$ cat src/rtl/fetch_pkg.sv
// Shared types and constants for the instruction fetch stage.
//   fetch_state_t : request FSM state (IDLE / WAIT / DRAIN)
//   fetch_entry_t : one buffered fetch, {pc, instr}
//   FETCH_ADDR_WIDTH / FETCH_DATA_WIDTH : entry field widths; the top-level
//     ADDR_WIDTH / DATA_WIDTH parameters default to these and must match them.
//   IMEM_MIN_LATENCY : imemRvalid arrives no earlier than this many cycles after imemReq.
package fetch_pkg;

  localparam int FETCH_ADDR_WIDTH = 32;
  localparam int FETCH_DATA_WIDTH = 32;
  localparam int IMEM_MIN_LATENCY = 1;

  typedef enum logic [1:0] {
    IDLE  = 2'd0,  // ready to accept a new PC
    WAIT  = 2'd1,  // one read outstanding, response will be queued
    DRAIN = 2'd2   // read outstanding but flushed; response will be dropped
  } fetch_state_t;

  typedef struct packed {
    logic [FETCH_ADDR_WIDTH-1:0] pc;
    logic [FETCH_DATA_WIDTH-1:0] instr;
  } fetch_entry_t;

endpackage

$ cat src/rtl/fetch_queue.sv
// Synchronous FIFO of fetch_entry_t.
// Ports:
//   clock, reset_n : rising-edge clock, async active-low reset
//   push, push_entry : write push_entry at the tail this cycle
//   pop            : retire the head this cycle (caller guarantees count != 0)
//   clear          : empty the queue; wins over push and pop
//   head           : entry at the read pointer (meaningful only when count != 0)
//   count          : number of valid entries, 0..DEPTH
// Pointers are log2(DEPTH) bits and wrap naturally, so DEPTH must be a power of two.
module fetch_queue
  import fetch_pkg::*;
#(
  parameter  int DEPTH = 4,
  localparam int PTR_W = $clog2(DEPTH),
  localparam int CNT_W = $clog2(DEPTH + 1)
) (
  input  logic             clock,
  input  logic             reset_n,
  input  logic             push,
  input  fetch_entry_t     push_entry,
  input  logic             pop,
  input  logic             clear,
  output fetch_entry_t     head,
  output logic [CNT_W-1:0] count
);

  fetch_entry_t     mem [DEPTH];
  logic [PTR_W-1:0] wr_ptr;
  logic [PTR_W-1:0] rd_ptr;

  always_ff @(posedge clock or negedge reset_n) begin
    if (!reset_n) begin
      wr_ptr <= '0;
      rd_ptr <= '0;
      count  <= '0;
    end else if (clear) begin
      wr_ptr <= '0;
      rd_ptr <= '0;
      count  <= '0;
    end else begin
      if (push) wr_ptr <= wr_ptr + 1'b1;
      if (pop)  rd_ptr <= rd_ptr + 1'b1;
      // Push and pop together leave the occupancy unchanged.
      case ({push, pop})
        2'b10:   count <= count + 1'b1;
        2'b01:   count <= count - 1'b1;
        default: count <= count;
      endcase
    end
  end

  // Storage needs no reset: the head is only observed while count != 0.
  always_ff @(posedge clock) begin
    if (push && !clear) mem[wr_ptr] <= push_entry;
  end

  assign head = mem[rd_ptr];

endmodule

$ cat src/rtl/instruction_fetch_queue.sv
// Fetch stage between the PC register and decode. Each accepted PC issues one
// instruction-memory read; the returned {pc, instruction} pair is buffered in
// fetch_queue for decode. A flush (taken branch) empties the queue and causes
// the in-flight response, if any, to be dropped.
// Ports:
//   clock, reset_n          : rising-edge clock, async active-low reset
//   pcAddress, pcValid      : fetch request from the PC register
//   fetchStall              : PC must hold; request not accepted this cycle
//   flush                   : drop queue contents and the in-flight fetch
//   imemReq, imemAddr       : one-cycle read strobe; address held until response
//   imemRvalid, imemRdata   : read response, at least one cycle after imemReq
//   instrValid, instruction, instrPc, decodeReady : queue head to decode
//   dbgState, dbgCount      : FSM state and queue occupancy, for observation
// Handshakes: PC side transfers when pcValid & !fetchStall (fetchStall is the
// inverse of ready and may depend on flush in the same cycle); decode side
// transfers when instrValid & decodeReady & !flush. instrValid, instruction and
// instrPc hold steady while instrValid & !decodeReady.
module instruction_fetch_queue
  import fetch_pkg::*;
#(
  parameter  int DEPTH      = 4,
  parameter  int ADDR_WIDTH = FETCH_ADDR_WIDTH,
  parameter  int DATA_WIDTH = FETCH_DATA_WIDTH,
  localparam int CNT_W      = $clog2(DEPTH + 1)
) (
  input  logic                  clock,
  input  logic                  reset_n,
  input  logic [ADDR_WIDTH-1:0] pcAddress,
  input  logic                  pcValid,
  output logic                  fetchStall,
  input  logic                  flush,
  output logic                  imemReq,
  output logic [ADDR_WIDTH-1:0] imemAddr,
  input  logic                  imemRvalid,
  input  logic [DATA_WIDTH-1:0] imemRdata,
  output logic                  instrValid,
  output logic [DATA_WIDTH-1:0] instruction,
  output logic [ADDR_WIDTH-1:0] instrPc,
  input  logic                  decodeReady,
  output fetch_state_t          dbgState,
  output logic [CNT_W-1:0]      dbgCount
);

  localparam logic [CNT_W-1:0] FULL_COUNT = CNT_W'(DEPTH);

  fetch_state_t     state;
  fetch_state_t     state_next;
  logic             accept;
  logic             push;
  logic             pop;
  logic [CNT_W-1:0] count;
  fetch_entry_t     push_entry;
  fetch_entry_t     head;

  // State register
  always_ff @(posedge clock or negedge reset_n) begin
    if (!reset_n) state <= IDLE;
    else          state <= state_next;
  end

  // Next-state logic. A response arriving in IDLE is stray and ignored.
  always_comb begin
    state_next = state;
    case (state)
      IDLE:    if (accept) state_next = WAIT;
      WAIT: begin
        if (imemRvalid)  state_next = IDLE;
        else if (flush)  state_next = DRAIN;
      end
      DRAIN:   if (imemRvalid) state_next = IDLE;
      default: state_next = IDLE;
    endcase
  end

  // Output / control decode. Requests are only issued with a free slot, so a
  // response in WAIT always has room; flush overrides accept, push and pop.
  always_comb begin
    fetchStall = flush | (state != IDLE) | (count == FULL_COUNT);
    accept     = pcValid & ~fetchStall;
    push       = imemRvalid & (state == WAIT) & ~flush;
    pop        = instrValid & decodeReady & ~flush;
  end

  // Memory request: strobe for one cycle, address held until the next accept.
  always_ff @(posedge clock or negedge reset_n) begin
    if (!reset_n) begin
      imemReq  <= 1'b0;
      imemAddr <= '0;
    end else begin
      imemReq <= accept;
      if (accept) imemAddr <= pcAddress;
    end
  end

  always_comb begin
    push_entry       = '0;
    push_entry.pc    = imemAddr;
    push_entry.instr = imemRdata;
  end

  fetch_queue #(.DEPTH(DEPTH)) u_queue (
    .clock      (clock),
    .reset_n    (reset_n),
    .push       (push),
    .push_entry (push_entry),
    .pop        (pop),
    .clear      (flush),
    .head       (head),
    .count      (count)
  );

  // Head fields are zeroed when empty so the decode-facing outputs are 0 after reset.
  assign instrValid  = (count != '0);
  assign instruction = instrValid ? head.instr : '0;
  assign instrPc     = instrValid ? head.pc    : '0;

  assign dbgState = state;
  assign dbgCount = count;

endmodule

$ cat config.mk
export PLATFORM = sky130hd
export DESIGN_NAME = instruction_fetch_queue
export DESIGN_NICKNAME = d
export VERILOG_FILES = /design/src/rtl/fetch_pkg.sv /design/src/rtl/fetch_queue.sv /design/src/rtl/instruction_fetch_queue.sv
export SDC_FILE = /design/constraint.sdc
export NUM_CORES = 1
export LEC_CHECK = 0
export BUFFER_PORTS_ARGS = -buffer_cell sky130_fd_sc_hd__buf_2
export CAP_MARGIN = 15
export CORE_MARGIN = 1.5
export CORE_UTILIZATION = 45
export DETAILED_ROUTE_END_ITERATION = 8
export PLACE_DENSITY = 0.68
export SLEW_MARGIN = 15
export SYNTH_ARGS = -nofsm -noshare
export SYNTH_HDL_FRONTEND = slang
export SYNTH_SLANG_ARGS = --single-unit
$ cat constraint.sdc
create_clock -name clock -period 3 [get_ports clock]
set_input_delay 0.6 -clock clock [delete_from_list [all_inputs] [get_ports clock]]
set_output_delay 0.6 -clock clock [all_outputs]
set_load 0.05 [all_outputs]
======== Word-level counts from Yosys, hierarchy flattened ========
Memories as Yosys holds them, arrays and structs flattened.
Index checks and enable logic that the tools add are counted.
operators by class
  add/sub/neg operators ................... 4
  equality and inequality tests ........... 8
  multiplexer cells ....................... 15
  bitwise gates (word level) .............. 9
  reductions and logical operators ........ 9
operators with widths
  cell                                               count
  2-to-1 mux 32 bit                                  2
  2-to-1 mux 2 bit                                   8
  one-hot mux 2 bit (3 select lines)                 1
  one-hot mux 3 bit (2 select lines)                 1
  nonzero test 2 bit                                 3
  nonzero test 3 bit                                 2
  AND 1 bit                                          5
  adder 2 x 1 -> 2 bit (second input constant)       2
  == test 2 x 1 -> 1 bit (second input constant)     2
  == test 2 bit (second input constant)              2
  != test 2 bit (second input constant)              2
  adder 3 x 1 -> 3 bit (second input constant)       1
  == test 3 bit (second input constant)              1
  2-to-1 mux 3 bit                                   1
  != test 3 bit (second input constant)              1
  AND reduction 3 bit                                1
  subtractor 3 x 1 -> 3 bit (second input constant)  1
  zero test 2 bit                                    1
  2-to-1 mux 1 bit                                   2
  NOT 1 bit                                          2
  bitwise OR 1 bit                                   2
  logical AND 1 bit                                  1
  zero test 1 bit                                    1
storage, ports and cells
  register bits ........................... 42
  memory bits (writable) .................. 256
  input port bits ......................... 70
  output and inout bits ................... 104
  word-level logic and storage cells ...... 52
  memories kept ........................... 1
memories
  memory       words  width  rd ports  clocked after Yosys merged registers in  write ports  RTL line           RTL
  u_queue.mem  4      64     1         0                                        1            fetch_queue.sv:27  fetch_entry_t mem [DEPTH];

======== Depth between registers and ports, before layout ========
  depth in word-level cells ............... 7
  depth in mapped cells ................... 7
  mapped depth without buffers ............ 6

======== Cells and area by module ========
From an unflattened synthesis, not the netlist that was laid out.
unflattened totals
  cell total of the unflattened synthesis .. 529
  area, all modules ....................... 11,561.1 um2
by module, submodules not included
  module                   instances  cells an instance  area each (um2)  sequential area each (um2)
  fetch_queue              1          375                9,656.8          7,862.5
  instruction_fetch_queue  1          154                1,904.3          875.8

======== Worst setup path after synthesis ========
OpenSTA, ideal clock, no wires.
  path type ............................... reg2reg
  start point ............................. register state[0], in the netlist dbgState[0]
  end point ............................... memory u_queue.mem[1][0] (netlist bit) (enable)
  library setup time ...................... 0.429 ns
  data arrival time ....................... 2.809 ns
  required time ........................... 2.571 ns
  setup slack ............................. -0.238 ns
  stages on the path, launching flop included .. 4
  buffers on the path ..................... 0
  clock period less this slack ............ 3.238 ns
  cell sequence ........................... dfrtp_1 > inv_1 > nor4b_1 > and2_1
between the ends
  cells in the longest elaborated chain, start to end .. 6
ends and longest elaborated chain
  item                                    RTL line                       RTL
  start, declared                         instruction_fetch_queue.sv:46  fetch_state_t state;
  start signal, assigned                  instruction_fetch_queue.sv:58  else state <= state_next;
  == test 2 x 1 -> 1 bit                  instruction_fetch_queue.sv:80  push = imemRvalid & (state == WAIT) & ~flush;
  AND 1 bit (2 in series)                 instruction_fetch_queue.sv:80
  logical AND 1 bit                       fetch_queue.sv:54              if (push && !clear) mem[wr_ptr] <= push_entry;
  2-to-1 mux 1 bit                        fetch_queue.sv:54
  2-to-1 mux 1 bit (not written as such)  fetch_queue.sv:54
  end, declared                           fetch_queue.sv:27
Every way passes these cells.

======== Worst setup path in the final report ========
  start point ............................. register u_queue.rd_ptr[1]
  end point ............................... output instrPc[13]
between the ends
  cells in the longest elaborated chain, start to end .. 2
ends and longest elaborated chain
  item                      RTL line                        RTL
  start, declared           fetch_queue.sv:29               logic [PTR_W-1:0] rd_ptr;
  start signal, assigned    fetch_queue.sv:42               if (pop) rd_ptr <= rd_ptr + 1'b1;
  memory read (4 x 64 bit)  -
  2-to-1 mux 32 bit         instruction_fetch_queue.sv:115  assign instrPc = instrValid ? head.pc : '0;
  end, declared             instruction_fetch_queue.sv:38   output logic [ADDR_WIDTH-1:0] instrPc,
Every way passes these cells.

==> flow_metrics.tcl <==
set metrics [dict create \
    yosys_warnings 0 \
    synthCells 532 \
    antenna_found_initial 1 \
    postRouteAntennaNets 0 \
    hold_buffers 0 \
    syn_avg_cell_area_um2 21.6 \
    startpoint_type "flop" \
    avgRoutedWirePerCell_um 20.1 \
    io_pins 174 \
    crit_arrival_ps 2250 \
    layout.nets 805 \
    die-area_um2 26600 \
    first_pass_iters 4 \
    rsz0062_at_grt "no" \
    grt_util_met2_pct 28.5 \
    place.gp.congestion 0.705 \
    cts_tree "built" \
    seq_area_frac_synth_pct 75.9 \
    finalSetupTns_ps 0 \
    dp_slack_ps 561 \
    grt_max_degree 66 \
    cts_root_buf "clkbuf_16" \
    die_h_um 163 \
    busiest_layer "met2" \
    endpoint_kind "output port" \
    final_common_cell "edfxtp_1" \
    async_flop_share_pct 14.1 \
    grt_use_met3_pct 2.88 \
    synth_edf_count 256 \
    ir_drop_mv 0.763 \
    max-slew-margin-rel_pct 59.2 \
    area_delta_synth_final_pct 21.0 \
    worst-path-max-fanout 19 \
    dr.first_iter.drc_count 331 \
    vias 5630 \
    setup_violations 0 \
    drv_cap 0 \
    clockBufferDepth 3 \
    dp_hpwl_mm 13.6 \
    die_w_um 163 \
    outcome "complete, no violations" \
    fmaxAchievable_ghz 0.351 \
    met1_usage_pct 23.4 \
    clk-insertion-delay-late_ps 530 \
    ys_seq_elements 298 \
    drcViolationCount 0 \
    fin_crit_sh_pct 94.9 \
    grt_pass1_vias 6035 \
    grt_pass1_wl_mm 33.9 \
    ys.flop_type "edfxtp_1" \
    p_leak_nw 5.11 \
    worst_pin_slew_ps 610 \
    syn_area_um2 11500 \
    cts_buffers 30 \
    powerDensity_nw_per_um2 1050 \
    hold_violations 0 \
    finalMaxSlewViolations 0 \
    final_area_um2 13900 \
    fin_skew_ps 6.56 \
    synth_cell_type_count 31 \
    mappedNetlistNets 607 \
    start_util_pct 45.7 \
    fin_ws_ps 153 \
    cts_sinks 298 \
    period_minus_slack_ps 2850 \
    timing_worst_setup_path_type "reg -> out" \
    core_um2 25200 \
    layout_common_cells "256 x edfxtp_1, 172 x buf_2, 65 x and2_1" \
    gr-total-overflow 0 \
    clkTransAtPathRegs_ps 60 \
    placed_area_um2 13000 \
    hp-class "in -> async" \
    cp.required_ps 2400 \
    drive_gt1_share_pct 45.3 \
    htreeDepth 1 \
    port_buffers 173 \
    fill_cells 1920 \
    avgViaCountPerCell 5.19 \
    grt_usage_pct 17.0 \
    wl_mm 21.8 \
    hold-worst-slack_ps 76.0 \
    rows 58 \
]
## cell usage after synthesis, types with 2 or more instances
master / count / share of area, %
edfxtp_1: 256 / 67
mux2_4: 28 / 3.7
and2_1: 69 / 3.7
nor3_1: 4 / 0.17
clkbuf_1: 12 / 0.39
buf_2: 8 / 0.35
mux4_2: 64 / 13
xor2_1: 2 / 0.15
buf_6: 3 / 0.29
mux2_2: 4 / 0.39
buf_1: 3 / 0.098
xnor2_1: 2 / 0.15
dfrtp_1: 42 / 9.1
ha_1: 4 / 0.43
a21oi_1: 2 / 0.087
inv_1: 5 / 0.16
nor2_1: 10 / 0.33
## kinds of logic (layout without fill, tap and decap cells)
logic type / after synthesis / count (layout) / share of synthesized area, %
buf+inv: 31 / 252 / 1.29
mux: 97 / 97 / 16.6
simple gates: 91 / 91 / 4.71
compound gates: 6 / 6 / 0.554
fa+ha+maj: 5 / 5 / 0.609
xor+xnor: 4 / 4 / 0.304
flops: 298 / 298 / 75.9
other cells: 0 / 2 / 0
## worst paths after layout
kind,startpoint,endpoint,slack (ps),cells after the start
min reg2reg,imemAddr[19],u_queue.mem[0][51],550,0
min,reset_n,imemAddr[17],80,1
max,u_queue.rd_ptr[1],instrPc[13],150,4
min in group clock,imemRvalid,dbgState[1],260,2
max reg2reg,u_queue.count[0],imemAddr[24],770,5
max in group asynchronous,reset_n,u_queue.rd_ptr[1],2460,1
## layout make-up
type / instances / area, um^2 / area share, %
tap: 330 / 413 / 2.96
antenna: 2 / 5.00 / 0.0359
inverter: 5 / 18.8 / 0.135
sequential: 298 / 8750 / 62.8
clock buffer: 40 / 840 / 6.02
clock inverter: 15 / 97.6 / 0.700
timing repair buffer: 192 / 1180 / 8.45
multi-input combinational: 203 / 2640 / 18.9
## where the power goes
part	internal (mW)	total [mW]	switching [mW]
sequential	5.09	5.54	0.454
combinational	1.67	5.62	3.95
clock	2.04	3.48	1.44
## metal layers
layer	wire length, um	vias to the layer above	share of wire, %
li1	-	2513	-
met1	9340	2907	43
met2	10800	176	50
met3	1340	32	6.1
met4	297	2	1.4
met5	10	-	0.046
## repair_timing
item	CTS	global route
endpoints found under the setup margin	1	25
gates cloned	0	0
buffers inserted	0	3
resized for setup	1	0
## metrics by stage
stage	power (mW)	std cells	util, %
finish	14.6	1085	55.3
global route	15.3	1083	55.3
CTS	14.8	1080	55.2
detailed placement	11.3	1025	51.5
global placement	11.2	1025	51.5
floorplan	9.85	532	-
## state kept, by name, indices dropped and copies added (netlist names)
register / flops
u_queue.wr_ptr: 2
u_queue.rd_ptr: 2
imemAddr: 32
imemReq: 1
u_queue.count: 3
u_queue.mem: 256
dbgState: 2
## critical path: stages, from the launching register on
cell     delay [ps]
dfrtp_4         620
buf_4           340
mux4_2          350
and2_1          170
buf_2           210
No activity file was read; power rests on OpenSTA's default activity.
